`config.mk`:
```
export PLATFORM = sky130hd
export DESIGN_NAME = clock_divider_bank
export DESIGN_NICKNAME = d
export VERILOG_FILES = /design/src/rtl/clock_divider_bank.sv
export SDC_FILE = /design/constraint.sdc
export NUM_CORES = 1
export LEC_CHECK = 0
export ABC_AREA = 1
export CELL_PAD_IN_SITES_DETAIL_PLACEMENT = 1
export CELL_PAD_IN_SITES_GLOBAL_PLACEMENT = 2
export CORE_ASPECT_RATIO = 0.6
export CORE_MARGIN = 2
export CORE_UTILIZATION = 40
export CTS_BUF_LIST = sky130_fd_sc_hd__clkbuf_2
export DETAILED_ROUTE_END_ITERATION = 16
export GPL_ROUTABILITY_DRIVEN = 1
export PLACE_DENSITY = 0.95
export SETUP_SLACK_MARGIN = 0.3
export SLEW_MARGIN = 20
export SYNTH_ARGS = -nofsm -noshare
export SYNTH_HDL_FRONTEND = slang
export SYNTH_SLANG_ARGS = --single-unit
export TNS_END_PERCENT = 5
```
`constraint.sdc`:
```
create_clock -name clk_in -period 4.2 [get_ports clk_in]
set_input_delay 0.63 -clock clk_in [delete_from_list [all_inputs] [get_ports clk_in]]
set_output_delay 0.63 -clock clk_in [all_outputs]
set_load 0.05 [all_outputs]
```
`src/rtl/clock_divider_bank.sv`:
```
// N_CH independent 50%-duty clock dividers with rise strobes, runtime half-period reprogramming and global sync.
// Outputs registered (1 cycle); cfg_ready combinational, low while the selected channel holds a pending half-period.
module clock_divider_bank #(
    parameter int N_CH         = 2,
    parameter int CH_W         = 1,
    parameter int DIV_W        = 8,
    parameter int DEFAULT_HALF = 2
) (
    input  logic              clk_in,
    input  logic              rst,
    input  logic              cfg_valid,
    output logic              cfg_ready,
    input  logic [CH_W-1:0]   cfg_ch,
    input  logic [DIV_W-1:0]  cfg_half,
    output logic              cfg_err,
    input  logic              sync_in,
    output logic [N_CH-1:0]   div_clk,
    output logic [N_CH-1:0]   rise_stb,
    output logic [N_CH-1:0]   busy
);

    logic [DIV_W-1:0] r_half [N_CH];
    logic [DIV_W-1:0] r_cnt  [N_CH];
    logic [DIV_W-1:0] r_pend [N_CH];
    logic [N_CH-1:0]  r_pend_v;
    logic [N_CH-1:0]  r_div;
    logic [N_CH-1:0]  r_stb;
    logic             r_err;

    logic [N_CH-1:0]  w_hit;
    logic             w_in_range;
    logic             w_accept;

    // One-hot channel decode; an all-zero result means cfg_ch is out of range.
    for (genvar gi = 0; gi < N_CH; gi++) begin : g_hit
        assign w_hit[gi] = (cfg_ch == CH_W'(gi));
    end

    assign w_in_range = |w_hit;
    assign cfg_ready  = w_in_range ? ~|(w_hit & r_pend_v) : 1'b1;
    assign w_accept   = cfg_valid & cfg_ready;

    always_ff @(posedge clk_in) begin
        if (rst) begin
            for (int i = 0; i < N_CH; i++) begin
                r_half[i] <= DIV_W'(DEFAULT_HALF);
                r_cnt[i]  <= '0;
                r_pend[i] <= '0;
            end
            r_pend_v <= '0;
            r_div    <= '0;
            r_stb    <= '0;
            r_err    <= 1'b0;
        end else begin
            r_err <= w_accept & ~w_in_range;
            for (int i = 0; i < N_CH; i++) begin
                if (sync_in) begin
                    r_cnt[i]    <= '0;
                    r_div[i]    <= 1'b0;
                    r_stb[i]    <= 1'b0;
                    r_pend_v[i] <= 1'b0;
                    // A request arriving with the sync bypasses the pending slot.
                    if (w_accept && w_hit[i])
                        r_half[i] <= cfg_half;
                    else if (r_pend_v[i])
                        r_half[i] <= r_pend[i];
                end else begin
                    r_stb[i] <= 1'b0;
                    if (r_half[i] == '0) begin
                        r_cnt[i] <= '0;
                        r_div[i] <= 1'b0;
                        if (r_pend_v[i]) begin
                            r_half[i]   <= r_pend[i];
                            r_pend_v[i] <= 1'b0;
                        end
                    end else if (r_cnt[i] == r_half[i] - 1'b1) begin
                        r_cnt[i] <= '0;
                        // New ratio lands only where a rising edge would start a period.
                        if (!r_div[i] && r_pend_v[i]) begin
                            r_half[i]   <= r_pend[i];
                            r_pend_v[i] <= 1'b0;
                            r_div[i]    <= (r_pend[i] != '0);
                            r_stb[i]    <= (r_pend[i] != '0);
                        end else begin
                            r_div[i] <= ~r_div[i];
                            r_stb[i] <= ~r_div[i];
                        end
                    end else begin
                        r_cnt[i] <= r_cnt[i] + 1'b1;
                    end
                    if (w_accept && w_hit[i]) begin
                        r_pend[i]   <= cfg_half;
                        r_pend_v[i] <= 1'b1;
                    end
                end
            end
        end
    end

    assign div_clk  = r_div;
    assign rise_stb = r_stb;
    assign busy     = r_pend_v;
    assign cfg_err  = r_err;

endmodule

```
==> impl_metrics.toml <==
[run_status]
status = "complete, no violations"

[clock_network]
cts_hold_buf = 0
post-cts-setup-buffers = 0
cts_tree = "yes"
clkTransAtPathRegs_ns = 0.27
root_buffer = "clkbuf_2"
ctsHtreeMaxLevel = 2
cts_buffers = 5
ctsResizeCount = 0
insertion_delay_ns = 0.48
clock-sinks = 54
clockBufferDepth = 2

[floorplan]
start_util_pct = 41.1
rows = 25
die_area_mm2 = 0.00883
io_pins = 21
fp.dieW_um = 120
core_mm2 = 0.00785
die_h_um = 73.6

[hold_path]
holdPathStages = 2
min_path_type = "flip-flop to flip-flop"

[yosys]
synth_cells = 405
synth_top_family_by_area = "simple AND/OR/NAND/NOR gates"
ys.flop_type = "edfxtp_1"
synth_edf_count = 48
syn_avg_cell_area_um2 = 7.97
synth_cell_types = 33
synthMuxAreaShare_pct = 0
synth-simple-area-share_pct = 34.4
synth_xor_area_share_pct = 2.98
synth_compound_area_share_pct = 3.22
seq_area_frac_synth_pct = 48.4
async_flop_share_pct = 0
yosysWarnings = 0
synth_area_mm2 = 0.00323
synth_adder_area_share_pct = 2.33
ys_ff_latch = 54

[pwr]
leakage_nw = 1.70
power_density_mw_per_mm2 = 282
ir_drop_mv = 0.107

[global_route]
track_usage_pct = 19.4
grt_pass1_wl_um = 12900
grt-ovfl-total = 0
grt_max_degree = 18
antenna_found_initial = 0
grt_pass1_vias = 2535

[sta]
setup-violations-final = 0
worst_slew_pin_slew_ns = 0.767
finClkSkew_ns = 0.0223
post-route-period-util_pct = 68.0
timing.final.crit_period_ns = 2.86
max_freq_mhz = 350
setup_tns_ns = 0
slew_violations = 0
relSlewSlack_pct = 48.4
hold_viol_final = 0
rsz0062_at_grt = "no"

[worst_setup_path]
r2r_cells = 13
end_kind = "output port"
start_kind = "input pin"
crit_fanout = 2
required_ns = 3.57
setup.worst_path.class = "input pin to output port"
rrSetupSlack_ns = 1.61
worstPathArrival_ns = 2.23

[detailed_routing]
drcViolationCount = 0
drt_iter0_drc = 185
num_vias = 2647
totalWireLength_um = 7830
wl_per_cell_um = 14.2
route.antenna.remaining_nets = 0
firstDrtPassIters = 4
vias_per_cell = 4.79

[job]
drv_cap = 0

[layout]
syn_to_final_growth_pct = 12.6
drive_gt1_share_pct = 5.62
diodes = 0
finalNetCount = 463
instances_no_fill = 553

[placed_design]
dp_hpwl_um = 6460
io_buffers = 19
dp_cells = 545
place_congestion = 0.807
flip-flops by register name, indices dropped and copies added (netlist names):
| signal | count |
|---|---|
| r_cnt | 16 |
| r_half | 16 |
| r_pend | 16 |
| busy | 2 |
| div_clk | 2 |
| rise_stb | 2 |
worst paths after layout:
check | endpoint | start
setup / recovery | cfg_ready | cfg_ch
hold / removal | busy[1] | busy[1]
setup reg to reg | r_half[1][1] | r_half[1][0]
hold reg to reg | busy[1] | busy[1]
critical path, cell delays in order:
cell             delay [ns]
clkdlybuf4s50_1        0.42
or2_2                  0.29
nand2_1                0.08
clkdlybuf4s50_1        0.80
placed cells by master (no fill, tap or decap), types with 2 or more instances in the layout:
cell / synthesis / final
a21oi_1: 3 / 3
a31o_2: 2 / 2
a31oi_1: 2 / 2
clkbuf_2: 0 / 5
clkdlybuf4s50_1: 0 / 19
clkinv_1: 2 / 3
conb_1: 2 / 17
dfxtp_1: 6 / 6
edfxtp_1: 48 / 48
ha_1: 6 / 6
inv_1: 63 / 63
nand2_1: 124 / 124
nand2_2: 3 / 3
nand3_1: 27 / 27
nand4_1: 6 / 6
nand4_4: 2 / 2
nor2_1: 65 / 65
nor2_2: 3 / 3
nor2_4: 2 / 2
nor3_1: 5 / 5
nor3b_1: 3 / 3
nor4_1: 4 / 4
o211ai_1: 3 / 3
o21ai_0: 3 / 3
xor2_1: 10 / 10
power by group:
| group | internal (mW) | total (mW) | switching [mW] | leakage, nW |
|---|---|---|---|---|
| combinational | 0.0553 | 0.161 | 0.106 | 1.13 |
| sequential | 0.618 | 0.648 | 0.0298 | 0.539 |
| clock | 0.0412 | 0.217 | 0.176 | 0.0270 |
through the flow:
stage | hold slack [ns] | setup WS (ns) | total power, mW | utilization, % | cell area, um2
after global placement | 0.546 | 1.36 | 0.814 | 45.7 | 3590
after CTS | 0.583 | 1.34 | 1.04 | 46.3 | 3640
after floorplan | 0.520 | 2.13 | 0.762 | - | 3280
after detailed placement | 0.548 | 1.35 | 0.821 | 45.7 | 3590
after global routing | 0.632 | 1.24 | 1.09 | 46.3 | 3640
final | 0.584 | 1.34 | 1.03 | 46.3 | 3640
cell type report:
type	count	area, um2
Multi-Input combinational cell	297	1450
Fill cell	1010	4220
Clock inverter	3	20.0
Clock buffer	5	25.0
Tap cell	108	135
Inverter	66	248
Timing Repair Buffer	20	198
Sequential cell	54	1560
routing by layer:
metal | GRT usage [%] | part of all wire (%)
met3 | 3.73 | 5.1
met5 | 0 | 0
met2 | 25.1 | 36
met1 | 32.0 | 58
met4 | 4.71 | 0.95
cells by family (layout without fill, tap and decap cells):
logic type                 count (synthesis)  in the layout
and+or+nand+nor                          249            249
buffers and inverters                     69             94
DFF                                       54             54
AOI/OAI and AO/OA                         14             14
xor gates and xnor gates                  11             11
adders and majority gates                  6              6
other                                      2             17
Yosys cell counts, drive strengths merged (3+ instances only):
library cell,number,area share [%]
nor3,5,0.78
a21oi,3,0.46
buf,3,0.81
o21ai,3,0.46
nor4,5,1.4
xor2,10,2.7
nand4,8,2.5
edfxtp,48,45
o211ai,4,1.4
ha,6,2.3
inv,64,7.4
nor3b,3,0.70
nor2,70,8.8
nand2,128,15
dfxtp,6,3.7
nand3,27,4.2
(Power assumes the default switching activity.)
